===== config.mk =====
export PLATFORM = sky130hd
export DESIGN_NAME = uart_rx_cfg
export DESIGN_NICKNAME = d
export VERILOG_FILES = /design/src/rtl/uart_pkg.sv /design/src/rtl/uart_baud_tick.sv /design/src/rtl/uart_rx_cfg.sv
export SDC_FILE = /design/constraint.sdc
export NUM_CORES = 1
export LEC_CHECK = 0
export CORE_UTILIZATION = 40
export CTS_CLUSTER_SIZE = 20
export DETAILED_ROUTE_END_ITERATION = 10
export GPL_TIMING_DRIVEN = 0
export MAX_ROUTING_LAYER = met4
export PLACE_DENSITY = 0.58
export SLEW_MARGIN = 20
export SYNTH_ARGS = -nofsm -noshare
export SYNTH_HDL_FRONTEND = slang
export SYNTH_SLANG_ARGS = --single-unit
export TNS_END_PERCENT = 10

===== constraint.sdc =====
create_clock -name S_AXI_ACLK -period 2.6 [get_ports S_AXI_ACLK]
set_clock_uncertainty 0.05 [all_clocks]
set_input_delay 0.26 -clock S_AXI_ACLK [delete_from_list [all_inputs] [get_ports S_AXI_ACLK]]
set_output_delay 0.26 -clock S_AXI_ACLK [all_outputs]
set_load 0.01 [all_outputs]

===== src/rtl/uart_pkg.sv =====
// uart_pkg: shared types and constants for the configurable UART receiver.
//   uart_rx_state_e - receiver FSM states
//   parity_e        - decoded parity mode
//   OVS / SAMPLE_*  - oversampling ratio and the three majority-vote sample ticks
//   decode_parity   - maps the 2-bit parity config onto parity_e (3 behaves as none)
package uart_pkg;

    typedef enum logic [2:0] {
        StIdle,
        StStart,
        StData,
        StParity,
        StStop1,
        StStop2,
        StBrkWait
    } uart_rx_state_e;

    typedef enum logic [1:0] {
        PAR_NONE,
        PAR_EVEN,
        PAR_ODD
    } parity_e;

    localparam int unsigned OVS        = 16;
    localparam int unsigned SAMPLE_LO  = 7;
    localparam int unsigned SAMPLE_MID = 8;
    localparam int unsigned SAMPLE_HI  = 9;

    function automatic parity_e decode_parity(input logic [1:0] cfg);
        case (cfg)
            2'd1:    return PAR_EVEN;
            2'd2:    return PAR_ODD;
            default: return PAR_NONE;
        endcase
    endfunction

endpackage


===== src/rtl/uart_baud_tick.sv =====
// uart_baud_tick: oversample tick generator.
//   clk_i     - clock
//   rst_ni    - synchronous active-low reset
//   div_i     - clocks per tick minus one
//   restart_i - force the counter to 0 so the next tick lands on the following clock
//   tick_o    - one-clock tick whenever the down-counter is at 0
module uart_baud_tick #(
    parameter int unsigned DIV_WIDTH = 16
) (
    input  logic                 clk_i,
    input  logic                 rst_ni,
    input  logic [DIV_WIDTH-1:0] div_i,
    input  logic                 restart_i,
    output logic                 tick_o
);

    logic [DIV_WIDTH-1:0] cnt_q, cnt_d;

    assign tick_o = (cnt_q == '0);

    always_comb begin
        if (restart_i) begin
            cnt_d = '0;
        end else if (tick_o) begin
            cnt_d = div_i;
        end else begin
            cnt_d = cnt_q - DIV_WIDTH'(1);
        end
    end

    always_ff @(posedge clk_i) begin
        if (!rst_ni) begin
            cnt_q <= '0;
        end else begin
            cnt_q <= cnt_d;
        end
    end

endmodule


===== src/rtl/uart_rx_cfg.sv =====
// uart_rx_cfg: runtime-configurable UART receiver, 16x oversampling with 3-sample majority vote.
//   S_AXI_ACLK / S_AXI_ARESETN - clock, synchronous active-low reset
//   UART_RX                    - asynchronous serial input, idle high
//   CFG_BAUD_DIV               - clocks per oversample tick minus one
//   CFG_DATA_BITS / CFG_PARITY / CFG_STOP2 - frame format, latched at start detection
//   M_DATA / M_PERR / M_FERR / M_BREAK / M_VALID / M_READY - received beat, valid/ready
//   OVERRUN                    - one-clock pulse when a completed frame is dropped
//   BUSY                       - receiver FSM not idle
module uart_rx_cfg
    import uart_pkg::*;
#(
    parameter int unsigned DATA_WIDTH  = 8,
    parameter int unsigned DIV_WIDTH   = 16,
    parameter int unsigned SYNC_STAGES = 2
) (
    input  logic                  S_AXI_ACLK,
    input  logic                  S_AXI_ARESETN,
    input  logic                  UART_RX,
    input  logic [DIV_WIDTH-1:0]  CFG_BAUD_DIV,
    input  logic [3:0]            CFG_DATA_BITS,
    input  logic [1:0]            CFG_PARITY,
    input  logic                  CFG_STOP2,
    output logic [DATA_WIDTH-1:0] M_DATA,
    output logic                  M_PERR,
    output logic                  M_FERR,
    output logic                  M_BREAK,
    output logic                  M_VALID,
    input  logic                  M_READY,
    output logic                  OVERRUN,
    output logic                  BUSY
);

    localparam logic [3:0] TickLast  = 4'(OVS - 1);
    localparam logic [3:0] SampleLo  = 4'(SAMPLE_LO);
    localparam logic [3:0] SampleMid = 4'(SAMPLE_MID);
    localparam logic [3:0] SampleHi  = 4'(SAMPLE_HI);
    localparam logic [3:0] MaxBits   = 4'(DATA_WIDTH);

    logic [SYNC_STAGES-1:0] sync_q, sync_d;
    logic                   rx_s, rx_prev_q, rx_fall;
    logic                   tick, restart;

    uart_rx_state_e         state_q, state_d;
    logic [3:0]             tick_idx_q, tick_idx_d;
    logic [3:0]             bit_idx_q, bit_idx_d;
    logic [DATA_WIDTH-1:0]  data_q, data_d;
    logic [1:0]             vote_q, vote_d;
    logic                   start_q, start_d;
    logic                   par_bit_q, par_bit_d;
    logic [3:0]             nbits_q, nbits_d;
    parity_e                par_mode_q, par_mode_d;
    logic                   stop2_en_q, stop2_en_d;

    logic [DATA_WIDTH-1:0]  m_data_q, m_data_d;
    logic                   m_perr_q, m_perr_d, m_ferr_q, m_ferr_d, m_break_q, m_break_d;
    logic                   m_valid_q, m_valid_d, overrun_q, overrun_d;

    logic                   maj, at_hi, at_last;
    logic                   complete, cmp_ferr, cmp_brk, cmp_perr;

    assign sync_d  = {sync_q[SYNC_STAGES-2:0], UART_RX};
    assign rx_s    = sync_q[SYNC_STAGES-1];
    assign rx_fall = rx_prev_q & ~rx_s;
    assign restart = (state_q == StIdle) && rx_fall;

    uart_baud_tick #(
        .DIV_WIDTH (DIV_WIDTH)
    ) u_baud_tick (
        .clk_i     (S_AXI_ACLK),
        .rst_ni    (S_AXI_ARESETN),
        .div_i     (CFG_BAUD_DIV),
        .restart_i (restart),
        .tick_o    (tick)
    );

    // Third vote taken live at SAMPLE_HI, so the bit value is known on that tick.
    assign maj      = (vote_q[0] & vote_q[1]) | (rx_s & (vote_q[0] | vote_q[1]));
    assign at_hi    = tick && (tick_idx_q == SampleHi);
    assign at_last  = tick && (tick_idx_q == TickLast);
    assign cmp_perr = (par_mode_q != PAR_NONE) &&
                      ((^data_q ^ par_bit_q) != (par_mode_q == PAR_ODD));

    always_comb begin
        state_d    = state_q;
        tick_idx_d = tick_idx_q;
        bit_idx_d  = bit_idx_q;
        data_d     = data_q;
        vote_d     = vote_q;
        start_d    = start_q;
        par_bit_d  = par_bit_q;
        nbits_d    = nbits_q;
        par_mode_d = par_mode_q;
        stop2_en_d = stop2_en_q;
        complete   = 1'b0;
        cmp_ferr   = 1'b0;
        cmp_brk    = 1'b0;

        if (tick && state_q != StIdle && state_q != StBrkWait) begin
            tick_idx_d = tick_idx_q + 4'd1;
            if (tick_idx_q == SampleLo)  vote_d[0] = rx_s;
            if (tick_idx_q == SampleMid) vote_d[1] = rx_s;
        end

        unique case (state_q)
            StIdle: begin
                if (rx_fall) begin
                    state_d    = StStart;
                    tick_idx_d = '0;
                    bit_idx_d  = '0;
                    data_d     = '0;
                    par_bit_d  = 1'b0;
                    nbits_d    = (CFG_DATA_BITS >= 4'd5 && CFG_DATA_BITS <= MaxBits) ?
                                 CFG_DATA_BITS : MaxBits;
                    par_mode_d = decode_parity(CFG_PARITY);
                    stop2_en_d = CFG_STOP2;
                end
            end
            StStart: begin
                if (at_hi) begin
                    start_d = maj;
                end else if (at_last) begin
                    state_d = start_q ? StIdle : StData;
                end
            end
            StData: begin
                if (at_hi) begin
                    for (int i = 0; i < int'(DATA_WIDTH); i++) begin
                        if (bit_idx_q == 4'(i)) data_d[i] = maj;
                    end
                end else if (at_last) begin
                    if (bit_idx_q == nbits_q - 4'd1) begin
                        state_d = (par_mode_q != PAR_NONE) ? StParity : StStop1;
                    end else begin
                        bit_idx_d = bit_idx_q + 4'd1;
                    end
                end
            end
            StParity: begin
                if (at_hi) begin
                    par_bit_d = maj;
                end else if (at_last) begin
                    state_d = StStop1;
                end
            end
            StStop1: begin
                // Completing mid-stop lets the next start edge be caught back to back.
                if (at_hi) begin
                    if (!(stop2_en_q && maj)) begin
                        complete = 1'b1;
                        cmp_ferr = !maj;
                        cmp_brk  = !maj && (data_q == '0) && !par_bit_q;
                    end
                end else if (at_last) begin
                    state_d = StStop2;
                end
            end
            StStop2: begin
                if (at_hi) begin
                    complete = 1'b1;
                    cmp_ferr = !maj;
                end
            end
            StBrkWait: begin
                // Count consecutive high ticks; any low sample restarts the count.
                if (tick) begin
                    if (!rx_s) begin
                        tick_idx_d = '0;
                    end else if (tick_idx_q == TickLast) begin
                        state_d    = StIdle;
                        tick_idx_d = '0;
                    end else begin
                        tick_idx_d = tick_idx_q + 4'd1;
                    end
                end
            end
            default: state_d = StIdle;
        endcase

        if (complete) begin
            state_d    = cmp_brk ? StBrkWait : StIdle;
            tick_idx_d = '0;
        end
    end

    always_comb begin
        m_data_d  = m_data_q;
        m_perr_d  = m_perr_q;
        m_ferr_d  = m_ferr_q;
        m_break_d = m_break_q;
        m_valid_d = m_valid_q;
        overrun_d = 1'b0;
        if (complete) begin
            if (!m_valid_q || M_READY) begin
                m_data_d  = data_q;
                m_perr_d  = cmp_perr;
                m_ferr_d  = cmp_ferr;
                m_break_d = cmp_brk;
                m_valid_d = 1'b1;
            end else begin
                overrun_d = 1'b1;
            end
        end else if (m_valid_q && M_READY) begin
            m_valid_d = 1'b0;
        end
    end

    always_ff @(posedge S_AXI_ACLK) begin
        if (!S_AXI_ARESETN) begin
            sync_q     <= '1;
            rx_prev_q  <= 1'b1;
            state_q    <= StIdle;
            tick_idx_q <= '0;
            bit_idx_q  <= '0;
            data_q     <= '0;
            vote_q     <= '0;
            start_q    <= 1'b0;
            par_bit_q  <= 1'b0;
            nbits_q    <= MaxBits;
            par_mode_q <= PAR_NONE;
            stop2_en_q <= 1'b0;
            m_data_q   <= '0;
            m_perr_q   <= 1'b0;
            m_ferr_q   <= 1'b0;
            m_break_q  <= 1'b0;
            m_valid_q  <= 1'b0;
            overrun_q  <= 1'b0;
        end else begin
            sync_q     <= sync_d;
            rx_prev_q  <= rx_s;
            state_q    <= state_d;
            tick_idx_q <= tick_idx_d;
            bit_idx_q  <= bit_idx_d;
            data_q     <= data_d;
            vote_q     <= vote_d;
            start_q    <= start_d;
            par_bit_q  <= par_bit_d;
            nbits_q    <= nbits_d;
            par_mode_q <= par_mode_d;
            stop2_en_q <= stop2_en_d;
            m_data_q   <= m_data_d;
            m_perr_q   <= m_perr_d;
            m_ferr_q   <= m_ferr_d;
            m_break_q  <= m_break_d;
            m_valid_q  <= m_valid_d;
            overrun_q  <= overrun_d;
        end
    end

    assign M_DATA  = m_data_q;
    assign M_PERR  = m_perr_q;
    assign M_FERR  = m_ferr_q;
    assign M_BREAK = m_break_q;
    assign M_VALID = m_valid_q;
    assign OVERRUN = overrun_q;
    assign BUSY    = (state_q != StIdle);

endmodule


==> run metrics, run 1 <==
status finished clean; combinational family with the most area after synthesis simple AND/OR/NAND/NOR gates; compound-cell area share of the yosys netlist 0.175; Buf/Inv on CP 0; Crit path max-delay family simple AND/OR/NAND/NOR gates; routability congestion estimate 0.848; WS Path Type flip-flop to flip-flop; core area between 8000 and 9000 um^2; Total GRT Usage 0.209; Fillers 829; routed wire length per instance 14.3 um; CP required 2.79 ns; CP max FO 5; final setup vio count 0; distinct cell type count after synthesis 61; Post-Syn Nets 457; post-detail-place hpwl around 6.2 mm; Mapped Cells 416; site row count 33; Layout Cells excl Fill roughly 580; Area contributors post-synth dfxtp_1 36%, xnor2_1 5.6%, a211oi_1 5.2%; worst-path cell chain or4_4, or4_4, nor3_4, o21bai_1, a21oi_1, a2111oi_2; startpoint types flip-flop; clk sinks 62; clock buffer depth 2; Least-Margin Pin Slew 0.587 ns; min cycle time layout 2.48 ns; Final Power 3.24 mW; Port-buffer cells 40; total CTS buffers 9; clock network power share 0.288; placed cells 561; post-layout util 0.514; total gr overflow 0; post-synthesis mux area share 0.0178; XOR/XNOR share of the synthesized area 0.0662; hold slack between 0.3 and 0.4 ns; Critical-path top delay cell or4_4; Post-Syn Area between 3000 and 4000 um^2; FF+latch count, synth 62; worst skew pair latency 0.34 ns; CTS tree built; largest area contributor in the netlist dfxtp_1; Pre-antenna DRT Iters 4; die height 94.7 um; Int Pwr around 2.1 mW; Syn Area/Cell slightly above 8 um^2; Peak VDD IR just over 0.4 mV; Syn. warnings 0; vias per cell 5.29; relative slew slack 0.609; Layout Area Growth over Synthesis 23.5%; DR vias a little over 3000; slowest stage delay, CP between 0.5 and 0.6 ns; depth of the CTS H-tree 3; Comb power frac 0.363; Residual DRC 0; WP data arrival 2.68 ns; antenna violations before repair 0; share of cells above drive strength 1 0.0865; Leakage Power 1.53 nW; Final Max Tran Viols 0; Worst setup EP type flip-flop; Async S/R FF share, synth 0; DR iter-0 viols between 100 and 150; DIE WIDTH 94.7 um; area fraction of the dominant cell type after synthesis 0.361; Adder-Cell Fraction of Synth Area 0.0539; final worst slack approximately 0.12 ns; NetSw 1.15 mW; Post-synth EDFFs 0; NumNets Final 510; RSZ-0062 raised after global routing true; Die Area between 8000 and 9000 um^2; register-to-register setup slack between 0.1 and 0.15 ns; effective utilization at floorplan 0.416; register share of total power 0.349; fin crit share 0.955; # IOs 41; fmax approximately 0.40 GHz; Seq/Total Area, Yosys 0.361; main flop type after synthesis dfxtp_1; antenna diode count 0; switching power share of the total 0.353; antenna viol nets, final 0; Post-Route WL 8.28 mm; CP most frequent cell or4_4; CTS clk-pin slew, worst paths 0.07 ns; Synth Area in Simple Gates 0.271; vias in the first global route 2884; hold_buf cts 0; DP Worst Slack -0.0802 ns; first-pass GRT wire length between 10 and 15 mm; HP Class flip-flop to flip-flop; largest net degree at the start of global routing 11; P per Cell Area about 760 nW/um^2; Max Cap Viol 0; Root Driver clkbuf_8; Final Hold Fails 0
-- synth_stat cells, types with 10 or more instances --
cell / count
dfxtp_1: 62
nand2_1: 48
nor2_1: 43
a21oi_1: 25
a211oi_1: 24
xnor2_1: 22
inv_1: 19
clkbuf_1: 16
nor3_1: 15
ha_1: 14
nand3_1: 12
and3_1: 10
-- path summary, 6_finish.rpt --
kind,from,to,depth (start not counted)
setup reg to reg,u_baud_tick.cnt_q[2],tick_idx_q[2],6
hold reg to reg,sync_q[0],sync_q[1],1
setup / recovery,u_baud_tick.cnt_q[2],tick_idx_q[2],6
hold / removal,sync_q[0],sync_q[1],1
-- cell type report --
cell class	count	area (um^2)	share of cell area
inverter	19	71.3	0.0168
timing repair buffer	43	423	0.0996
sequential	62	1240	0.292
clock inverter	4	70.1	0.0165
buffer	21	113	0.0265
tap	105	131	0.0309
clock buffer	12	145	0.0342
multi-input combinational	313	2050	0.483
-- kinds of logic after synthesis --
| logic type | after synthesis |
|---|---|
| AOI/OAI and AO/OA | 88 |
| DFF | 62 |
| xor gates and xnor gates | 26 |
| buffers and inverters | 41 |
| adders and majority gates | 15 |
| and+or+nand+nor | 178 |
| muxes | 6 |
-- repair_timing --
| action | in CTS | in global routing |
|---|---|---|
| endpoints found under the setup margin | 7 | 35 |
| gates resized for setup | 2 | 5 |
| pin swaps | 1 | 4 |
| setup buffers | 0 | 3 |
-- state kept, by name, summed over array words and instances, names as in the netlist, 2 cells and up --
register	cells
vote_q	2
bit_idx_q	4
tick_idx_q	4
data_q	8
M_DATA	8
state_q	3
sync_q	2
par_mode_q	2
nbits_q	4
u_baud_tick.cnt_q	16
-- per-layer routing --
layer / global-route usage / wire length [um] / vias up
li1: - / - / 1579
met1: 0.253 / 3960 / 1410
met2: 0.340 / 3850 / 66
met3: 0.0564 / 381 / 9
met4: 0.0568 / 93 / 0
met5: - / 0 / -
-- per-stage QoR --
step           instance area (um^2)  setup TNS, ns
5_1_grt                        4250        -0.0282
3_3_place_gp                   3970         -0.187
6_report                       4250              0
3_5_place_dp                   3970         -0.295
4_1_cts                        4200              0
2_1_floorplan                  3440              0
-- power groups by stage --
stage | registers (mW) | clock network (mW) | logic (mW)
5_1_grt | 1.15 | 1.01 | 1.30
3_3_place_gp | 1.14 | 0 | 1.12
6_report | 1.13 | 0.936 | 1.18
3_5_place_dp | 1.15 | 0 | 1.12
4_1_cts | 1.13 | 0.959 | 1.14
2_1_floorplan | 1.13 | 0 | 0.860
-- cell usage in the layout, fill, tap and decap left out, drive strengths merged, types with 3 or more instances in the layout --
master         synthesis  final
nor4                   7      7
nor2                  43     43
or4                    3      3
nand3                 12     12
a211oi                24     24
o21a                   8      8
nand4                  6      6
nand3b                 3      3
buf                    5      8
clkdlybuf4s50          0     40
dfxtp                 62     62
a21oi                 25     25
nor2b                  5      5
xnor2                 22     22
nand2b                 9      9
o21ai                  9      9
o31ai                  5      5
nand2                 49     49
ha                    14     14
clkbuf                17     28
mux2i                  5      5
nor3                  17     17
nand4b                 3      3
inv                   19     19
or3                    4      4
xor2                   4      4
and3                  10     10
Power figures use the tool's default switching activity.
==> inputs of run 2 (changes only) <==
--- a/config.mk
+++ b/config.mk
@@ -5,6 +5,7 @@
 export SDC_FILE = /design/constraint.sdc
 export NUM_CORES = 1
 export LEC_CHECK = 0
+export CORE_MARGIN = 10
 export CORE_UTILIZATION = 40
 export CTS_CLUSTER_SIZE = 20
 export DETAILED_ROUTE_END_ITERATION = 10
==> run metrics, run 2 (synthesis gave the netlist of run 1 again) <==
fmax 0.395 GHz; CP max FO 8; antenna violations before repair 0; Residual DRC 0; Die Area 12700 um^2; routed wire length per instance 14.9 um; final setup vio count 0; Least-Margin Pin Slew 0.599 ns; antenna diode count 0; Port-buffer cells 40; Fillers ~800; Root Driver clkbuf_8; post-detail-place hpwl 6.50 mm; min cycle time layout 2.53 ns; Post-Route WL ~8.6 mm; depth of the CTS H-tree 3; clock buffer depth 2; Placed Area 3970 um^2; effective utilization at floorplan 0.414; most frequent cells in the layout 62 x dfxtp_1, 48 x nand2_1, 41 x nor2_1; Leakage Power 1.51 nW; CP required 2.78 ns; total CTS buffers 9; Layout Area Growth over Synthesis 22.5%; CTS clk-pin slew, worst paths 0.08 ns; DR iter-0 viols between 150 and 200; most common cell after layout, fill and taps aside dfxtp_1; NumNets Final 509; WS Path Type flip-flop to flip-flop; design area between 4000 and 5000 um^2; RSZ-0062 raised after global routing true; Int Pwr 1.97 mW; DIE WIDTH about 110 um; clock network power share 0.272; vias per cell ~5.2; fin crit share 0.974; antenna viol nets, final 0; relative slew slack 0.597; switching power share of the total 0.375; Final Max Tran Viols 0; clk sinks 62; site row count 33; placed cells 561; post-layout util 0.508; total gr overflow 0; WP data arrival between 2 and 3 ns; Peak VDD IR 0.350 mV; register share of total power 0.359; core area 8300 um^2; Total GRT Usage 0.140; status finished clean; largest reg by FF count u_baud_tick.cnt_q; routability congestion estimate slightly below 0.9; hold slack around 0.36 ns; Max Cap Viol 0; Final Hold Fails 0; Comb power frac 0.369; HP Class flip-flop to flip-flop; Worst setup EP type flip-flop; Total Neg Setup Slack 0 ns; largest net degree at the start of global routing 13; vias in the first global route roughly 3000; CTS tree built; P per Cell Area roughly 750 nW/um^2; startpoint types flip-flop; first-pass GRT wire length 14.5 mm; die height 113 um; # IOs 41; max FFs per register 16; DR vias 3029; NetSw about 1.2 mW; worst skew pair latency 0.34 ns; Layout Cells excl Fill roughly 580; hold_buf cts 0; share of cells above drive strength 1 0.0930; Pre-antenna DRT Iters 4
-- run 2: what timing repair did --
action / 4_1_cts / 5_1_grt
setup endpoints to repair: 7 / 38
setup buffers: 1 / 0
pin swaps: 1 / 2
gates resized for setup: 2 / 9
endpoints found under the hold margin: 0 / 0
-- run 2: layout make-up --
cell class,instances,area (um^2),area share
sequential,62,1240,0.295
inverter,19,71.3,0.0169
tap,105,131,0.0312
buffer,22,119,0.0282
timing repair buffer,41,408,0.0968
multi-input combinational,313,2040,0.485
clock inverter,7,75.1,0.0178
clock buffer,9,124,0.0294
-- run 2: final timing paths --
path | startpoint | end | slack [ns] | depth (start not counted)
worst max register to register | u_baud_tick.cnt_q[2] | data_q[3] | 0.07 | 7
worst min-delay path | sync_q[0] | sync_q[1] | 0.36 | 1
worst max-delay path | u_baud_tick.cnt_q[2] | data_q[3] | 0.07 | 7
worst min register to register | sync_q[0] | sync_q[1] | 0.36 | 1
-- run 2: worst max-delay path, stage by stage, from the launching register on --
cell and delay (ns):
dfxtp_1 0.36, or4_4 0.57, nor4_4 0.43, nand3_2 0.23
nor4b_4 0.31, buf_4 0.18, a211oi_1 0.08, o21a_1 0.21
-- run 2: layer usage --
layer	global-route usage	wire length [um]
met1	0.173	4210
met2	0.221	3890
met3	0.0269	440
met4	0.0558	70
met5	-	0
-- run 2: through the flow --
stage                     total power [mW]  setup slack (ns)
after floorplan                       1.99             0.225
after global routing                  3.34           -0.0273
final                                 3.15            0.0680
after detailed placement              2.28            -0.105
after global placement                2.27           -0.0608
after CTS                             3.14            0.0189
-- run 2: power by group through the flow --
stage	logic (mW)	clock network [mW]	registers, mW
after floorplan	0.860	0	1.13
after global placement	1.12	0	1.14
after detailed placement	1.13	0	1.15
after CTS	1.14	0.870	1.13
after global routing	1.29	0.912	1.14
final	1.16	0.854	1.13
